### config.mk
export PLATFORM = sky130hd
export DESIGN_NAME = bus_rr_arbiter_flat
export DESIGN_NICKNAME = d
export VERILOG_FILES = /design/src/rtl/bus_if_types_pkg.sv /design/src/rtl/bus_rr_arbiter_if.sv /design/src/rtl/bus_rr_arbiter_rr_pick.sv /design/src/rtl/bus_rr_arbiter.sv /design/src/flat_wrapper.sv
export SDC_FILE = /design/constraint.sdc
export NUM_CORES = 1
export LEC_CHECK = 0
export BUFFER_PORTS_ARGS = -buffer_cell sky130_fd_sc_hd__buf_4
export CORE_AREA = 3 3 103 105
export CTS_BUF_LIST = sky130_fd_sc_hd__clkbuf_16
export DETAILED_ROUTE_END_ITERATION = 6
export DIE_AREA = 0 0 106 108
export PLACE_DENSITY = 0.56
export SYNTH_ARGS = -nofsm -noshare
export SYNTH_HDL_FRONTEND = slang
export SYNTH_HIERARCHICAL = 1
export SYNTH_SLANG_ARGS = --single-unit
### constraint.sdc
create_clock -name clk -period 1.77 [get_ports clk]
set_input_delay 0.0885 -clock clk [delete_from_list [all_inputs] [get_ports clk]]
set_output_delay 0.0885 -clock clk [all_outputs]
set_load 0.01 [all_outputs]
### src/rtl/bus_if_types_pkg.sv
// Shared bus types for the peripheral fabric: transfer type, arbiter
// state encoding and the read data returned on a watchdog completion.
package bus_if_types_pkg;

  typedef enum logic {
    READ  = 1'b0,
    WRITE = 1'b1
  } ttype_t;

  typedef enum logic {
    IDLE = 1'b0,
    BUSY = 1'b1
  } arb_state_t;

  localparam logic [31:0] BUS_ERR_DATA = 32'hDEAD_BEEF;

endpackage

### src/rtl/bus_rr_arbiter_if.sv
// Master-side and slave-side signals around the shared-bus arbiter.
// The slave modport is the face the arbiter shows to the bus masters;
// the master modport is the face it shows to the downstream decoder.
interface bus_rr_arbiter_if
  import bus_if_types_pkg::*;
#(
  parameter int N_MASTERS = 2
) ();

  // requesting masters
  logic [N_MASTERS-1:0] m_req;
  ttype_t               m_ttype [N_MASTERS];
  logic [31:0]          m_addr  [N_MASTERS];
  logic [31:0]          m_wdata [N_MASTERS];
  logic [31:0]          m_rdata;
  logic [N_MASTERS-1:0] m_done;
  logic                 m_err;

  // downstream slave port
  logic        s_ss;
  ttype_t      s_ttype;
  logic [31:0] s_addr;
  logic [31:0] s_wdata;
  logic [31:0] s_rdata;
  logic        s_bdone;

  modport slave (
    input  m_req, m_ttype, m_addr, m_wdata,
    output m_rdata, m_done, m_err
  );

  modport master (
    output s_ss, s_ttype, s_addr, s_wdata,
    input  s_rdata, s_bdone
  );

endinterface

### src/rtl/bus_rr_arbiter_rr_pick.sv
// Round-robin picker: first set request strictly after 'last', wrapping
// modulo N. Purely combinational so it can be reused by other priority logic.
module rr_pick #(
  parameter int N = 2
) (
  input  logic [N-1:0]         req,
  input  logic [$clog2(N)-1:0] last,
  output logic                 any,
  output logic [$clog2(N)-1:0] idx
);

  localparam int W = $clog2(N);

  // scan last+1, last+2, ... last+N and keep the first hit
  always_comb begin
    logic [W-1:0] cand;
    logic         found;
    any   = |req;
    idx   = '0;
    found = 1'b0;
    cand  = '0;
    for (int k = 1; k <= N; k++) begin
      cand = W'((int'(last) + k) % N);
      if (!found && req[cand]) begin
        idx   = cand;
        found = 1'b1;
      end
    end
  end

endmodule

### src/rtl/bus_rr_arbiter.sv
// Round-robin arbiter sharing one slave port between N bus masters, with a
// watchdog that forces an error completion when the slave never answers.
//
//   state | meaning
//   ------+-------------------------------------------------------------
//   IDLE  | no transfer in flight; round-robin re-evaluated this cycle
//   BUSY  | grant_id owns the slave port until s_bdone or watchdog expiry
module bus_rr_arbiter
  import bus_if_types_pkg::*;
#(
  parameter int          N_MASTERS = 2,
  parameter int          TIMEOUT   = 64,
  parameter logic [31:0] ERR_DATA  = BUS_ERR_DATA
) (
  input  logic                         clk,
  input  logic                         rst_n,
  bus_rr_arbiter_if.slave              up,
  bus_rr_arbiter_if.master             dn,
  output logic [$clog2(N_MASTERS)-1:0] grant_id
);

  localparam int            GW       = $clog2(N_MASTERS);
  localparam int            TW       = $clog2(TIMEOUT + 1);
  localparam logic [TW-1:0] TMO_LAST = TW'(TIMEOUT - 1);

  arb_state_t state_q, state_d;
  logic [GW-1:0] grant_q;
  logic [GW-1:0] last_q;
  logic [TW-1:0] timer_q;
  // Downstream fields stay zero until the first grant after reset.
  logic          granted_q;

  logic          pick_any;
  logic [GW-1:0] pick_idx;
  logic          bdone_hit;
  logic          tmo_hit;
  logic          fin;

  ttype_t               sel_ttype;
  logic [31:0]          sel_addr;
  logic [31:0]          sel_wdata;
  logic                 sel_ss;
  logic [N_MASTERS-1:0] done_vec;
  logic                 err_flag;
  logic [31:0]          rdata_mux;

  rr_pick #(
    .N (N_MASTERS)
  ) u_pick (
    .req  (up.m_req),
    .last (last_q),
    .any  (pick_any),
    .idx  (pick_idx)
  );

  // A slave answer in the final watchdog cycle still counts as a normal completion.
  assign bdone_hit = (state_q == BUSY) && dn.s_bdone;
  assign tmo_hit   = (state_q == BUSY) && !dn.s_bdone && (timer_q == TMO_LAST);
  assign fin       = bdone_hit || tmo_hit;

  // state register, grant bookkeeping and the BUSY watchdog timer
  always_ff @(posedge clk or negedge rst_n) begin
    if (!rst_n) begin
      state_q   <= IDLE;
      grant_q   <= '0;
      last_q    <= GW'(N_MASTERS - 1);
      timer_q   <= '0;
      granted_q <= 1'b0;
    end else begin
      state_q <= state_d;
      if (state_q == IDLE) begin
        if (pick_any) begin
          grant_q   <= pick_idx;
          timer_q   <= '0;
          granted_q <= 1'b1;
        end
      end else if (fin) begin
        last_q <= grant_q;
      end else begin
        timer_q <= timer_q + TW'(1);
      end
    end
  end

  // next state: one arbitration cycle in IDLE, hold BUSY until completion
  always_comb begin
    state_d = state_q;
    case (state_q)
      IDLE:    if (pick_any) state_d = BUSY;
      BUSY:    if (fin)      state_d = IDLE;
      default: state_d = IDLE;
    endcase
  end

  // outputs: mux the granted master downstream and steer the completion back
  always_comb begin
    sel_ss    = 1'b0;
    sel_ttype = READ;
    sel_addr  = '0;
    sel_wdata = '0;
    done_vec  = '0;
    err_flag  = 1'b0;
    rdata_mux = '0;
    if (granted_q) begin
      sel_ttype = up.m_ttype[grant_q];
      sel_addr  = up.m_addr[grant_q];
      sel_wdata = up.m_wdata[grant_q];
    end
    if (state_q == BUSY) sel_ss = 1'b1;
    if (fin) done_vec[grant_q] = 1'b1;
    if (bdone_hit) begin
      rdata_mux = dn.s_rdata;
    end else if (tmo_hit) begin
      rdata_mux = ERR_DATA;
      err_flag  = 1'b1;
    end
  end

  assign dn.s_ss    = sel_ss;
  assign dn.s_ttype = sel_ttype;
  assign dn.s_addr  = sel_addr;
  assign dn.s_wdata = sel_wdata;
  assign up.m_done  = done_vec;
  assign up.m_err   = err_flag;
  assign up.m_rdata = rdata_mux;
  assign grant_id   = grant_q;

endmodule

### src/flat_wrapper.sv
// flat-port wrapper written by rule: the top's interface ports become plain ports
module bus_rr_arbiter_flat import bus_if_types_pkg::*;
#(
  parameter int          N_MASTERS = 2,
  parameter int          TIMEOUT   = 64,
  parameter logic [31:0] ERR_DATA  = BUS_ERR_DATA
)
  (clk, rst_n, grant_id, up_m_req, up_m_ttype, up_m_addr, up_m_wdata, up_m_rdata, up_m_done, up_m_err, dn_s_ss, dn_s_ttype, dn_s_addr, dn_s_wdata, dn_s_rdata, dn_s_bdone);
  bus_rr_arbiter_if #(.N_MASTERS(N_MASTERS)) up_i ();
  bus_rr_arbiter_if #(.N_MASTERS(N_MASTERS)) dn_i ();
  input  logic clk;
  input  logic rst_n;
  output logic [$clog2(N_MASTERS)-1:0] grant_id;
  input wire logic [$bits(up_i.m_req)-1:0] up_m_req;
  input wire logic [$bits(up_i.m_ttype)-1:0] up_m_ttype;
  input wire logic [$bits(up_i.m_addr)-1:0] up_m_addr;
  input wire logic [$bits(up_i.m_wdata)-1:0] up_m_wdata;
  output wire logic [$bits(up_i.m_rdata)-1:0] up_m_rdata;
  output wire logic [$bits(up_i.m_done)-1:0] up_m_done;
  output wire logic [$bits(up_i.m_err)-1:0] up_m_err;
  output wire logic [$bits(dn_i.s_ss)-1:0] dn_s_ss;
  output wire logic [$bits(dn_i.s_ttype)-1:0] dn_s_ttype;
  output wire logic [$bits(dn_i.s_addr)-1:0] dn_s_addr;
  output wire logic [$bits(dn_i.s_wdata)-1:0] dn_s_wdata;
  input wire logic [$bits(dn_i.s_rdata)-1:0] dn_s_rdata;
  input wire logic [$bits(dn_i.s_bdone)-1:0] dn_s_bdone;
  assign up_i.m_req = up_m_req;
  assign up_i.m_ttype = {>>{up_m_ttype}};
  assign up_i.m_addr = {>>{up_m_addr}};
  assign up_i.m_wdata = {>>{up_m_wdata}};
  assign up_m_rdata = up_i.m_rdata;
  assign up_m_done = up_i.m_done;
  assign up_m_err = up_i.m_err;
  assign dn_s_ss = dn_i.s_ss;
  assign dn_s_ttype = dn_i.s_ttype;
  assign dn_s_addr = dn_i.s_addr;
  assign dn_s_wdata = dn_i.s_wdata;
  assign dn_i.s_rdata = dn_s_rdata;
  assign dn_i.s_bdone = dn_s_bdone;
  bus_rr_arbiter #(.N_MASTERS(N_MASTERS), .TIMEOUT(TIMEOUT), .ERR_DATA(ERR_DATA)) u_core (.clk(clk), .rst_n(rst_n), .up(up_i), .dn(dn_i), .grant_id(grant_id));
endmodule
==> flow_metrics.py <==
metrics = {
    "worst_setup_path": {
        "r2r_cells": 5,
        "end_kind": "primary output",
        "r2r_slack_ns": 0.22,
        "start_kind": "register",
        "critPathMaxFanout": 8,
        "r2r_start": "u_core/timer_q[0]",
        "worstSetupPathType": "register to primary output",
        "timing.rr.end": "u_core/timer_q[1]",
        "worstPathRequired_ns": 1.68,
        "arrival_ns": 1.71,
    },
    "drt": {
        "wl_met3_um": 984,
        "wl_met2_um": 5935,
        "drt_iter0_markers": 134,
        "dr.pass1.iters": 6,
        "wl_um": 10800,
        "antenna_left": 0,
        "post-route-drc-count": 0,
        "routedWlPerCell_um": 15.93,
        "met1Wirelength_um": 3790,
        "top_layer_used": "met4",
        "vias_per_cell": 4.493,
        "via_count": 3046,
    },
    "logic_synthesis": {
        "syn-instance-count": 282,
        "yosysWarnings": 6,
        "synth_ff_type": "dfrtp_1",
        "async_flop_share": 1.000,
        "ys_seq_elements": 11,
        "synth.top_cell.area_share": 0.3075,
        "synth.avg_cell_area_um2": 7.503,
        "syn-cell-area_um2": 2116,
        "synth_common_cells": "65 x mux2i_1, 65 x nor2b_1, 31 x nand2_1, 30 x a21oi_1, 13 x clkbuf_1",
        "yosysTopAreaCell": "mux2i_1",
        "synth.area.top_cells": "mux2i_1 31%, nor2b_1 19%, dfrtp_1 12%, a21oi_1 7.1%, nand2_1 5.5%",
        "synth_nets": 450,
        "ys_types": 36,
        "seq_area_frac_synth": 0.1307,
        "synth-edff-count": 0,
    },
    "sta": {
        "drv_slew": 0,
        "hold_viol": 0,
        "clock_skew_ns": 0.003753,
        "rsz0062_at_grt": "true",
        "setup_viol": 2,
        "tightest_slew_ns": 0.4367,
        "fin_ws_ns": -0.03179,
        "max_freq_mhz": 555.0,
        "fin_crit_ns": 1.802,
        "slew-limit-headroom": 0.7085,
        "fin_crit_sh": 1.018,
    },
    "clocking": {
        "cts_buffer_depth": 2,
        "ctsHtreeMaxLevel": 1,
        "cts_made_buffers": 3,
        "clock_latency_ns": 0.24,
        "clk_pin_slew_worst_paths_ns": 0.05,
        "clock_sinks": 11,
        "root_buffer": "clkbuf_16",
        "cts_tree": "done",
    },
    "final_layout": {
        "fin_nets": 714,
        "finalNonFillerCells": 678,
        "drive_above_1_share": 0.5743,
        "n_fill_cell": 970,
        "design_area_um2": 4514,
        "diodes": 0,
        "syn_to_final_growth_pct": 113.4,
    },
    "placed_design": {
        "dp_hpwl_um": 8531,
        "portBuffers": 268,
        "gp_congestion": 0.7914,
        "place_area_um2": 4264,
        "place_inst": 666,
    },
    "run": {
        "max_cap_viol_count": 0,
    },
    "status": {
        "status": "complete, but fails checks",
        "violations": "setup timing",
    },
    "grt": {
        "grt_overflow_total": 0,
        "grt_pass1_vias": 3004,
        "grt_pass1_wl_um": 15000,
        "grt.total_usage": 0.1632,
        "antenna_found_initial": 0,
        "grt_max_degree": 66,
    },
    "floorplanning": {
        "start_util": 0.2175,
        "core-area_um2": 9729,
        "die_w_um": 106,
        "die-area_um2": 11450,
        "rows": 36,
        "num_io_pins": 269,
        "die_h_um": 108,
    },
    "power": {
        "cellPowerDensity_nw_per_um2": 836.8,
        "p_leak_nw": 2.326,
        "vdd_drop_max_mv": 0.4193,
    },
    "worst_hold_path": {
        "min_path_type": "input port to asynchronous set/reset pin",
    },
}
[registers in the layout (all words and copies together) (netlist names)]
signal / cells
u_core/grant_id: 1
u_core/last_q: 1
u_core/granted_q: 1
u_core/timer_q: 7
u_core/state_q: 1
[layout by cell type, fill, tap and decap left out, drive strengths merged, types with 2 or more instances in the layout]
cell type,synthesis,layout
a211oi,4,4
a21oi,31,31
and3,11,11
and4b,3,3
buf,15,284
clkbuf,14,3
dfrtp,10,10
inv,4,5
mux2i,65,65
nand2,31,31
nand2b,2,2
nand3,3,6
nor2,4,4
nor2b,65,65
o211ai,2,2
o21ai,3,3
[area by class of cell]
class                   instances  area [µm²]  share of cell area
repair buffers                285        2183              0.4836
clock inverters                 1       3.754           0.0008315
well taps                     133       166.4             0.03686
inverters                       4       15.01            0.003326
flip-flops and latches         11       280.3             0.06208
multi-input cells             241        1790              0.3966
clock buffers                   3       75.07             0.01663
[repair_timing]
| item | CTS | global route |
|---|---|---|
| resized for setup | 8 | 16 |
| hold endpoints to repair | 11 | 0 |
| gates cloned | 2 | 1 |
| buffers inserted | 2 | 2 |
| hold buffers | 1 | 0 |
| setup endpoints to repair | 27 | 27 |
| pin swaps | 2 | 4 |
[per-stage QoR]
step | setup TNS [ns] | hold WS (ns) | util | power (mW) | setup slack (ns)
after detailed placement | 0 | -0.06531 | 0.4383 | 3.282 | 0.009374
final | -0.05252 | 0.2363 | 0.4640 | 3.777 | -0.03179
after floorplan | 0 | -0.2071 | - | 1.876 | 0.2933
after global routing | -0.4145 | 0.2579 | 0.4640 | 4.030 | -0.07940
after global placement | 0 | -0.06549 | 0.4383 | 3.255 | 0.09875
after CTS | 0 | 0.2236 | 0.4541 | 3.737 | 0.03531
[cell families (layout without fill, tap and decap cells)]
family | Yosys count | after routing | synth area share
fa+ha+maj | 1 | 1 | 0.005913
buf+inv | 33 | 293 | 0.08338
mux | 66 | 66 | 0.3128
compound gates | 47 | 47 | 0.1319
flops | 11 | 11 | 0.1307
simple gates | 124 | 127 | 0.3353
[worst max-delay path by stage]
stage                            startpoint                 to
after floorplan           u_core/timer_q[0]  u_core/timer_q[0]
after global placement    u_core/timer_q[1]      up_m_rdata[1]
after detailed placement  u_core/timer_q[1]      up_m_rdata[1]
after CTS                   u_core/grant_id      dn_s_addr[14]
after global routing      u_core/timer_q[0]      up_m_rdata[1]
final                     u_core/timer_q[0]      up_m_rdata[1]
[power by group]
| part | switching [mW] | internal, mW |
|---|---|---|
| clock network | 0.123 | 0.298 |
| registers | 0.128 | 0.315 |
| logic | 1.30 | 1.62 |
| total | 1.55 | 2.23 |
[layer usage]
layer  vias up  track usage
met5         -            0
met4         0      0.02960
met3         8      0.04179
met2       168       0.3383
li1       1503            -
met1      1367       0.1631
[worst max-delay path, cell delays in order, from the launching register on]
cell	delay, ns
dfrtp_1	0.39
ha_4	0.16
and4b_4	0.37
nand3_4	0.19
a21oi_2	0.22
buf_4	0.14
(Power assumes the default switching activity.)
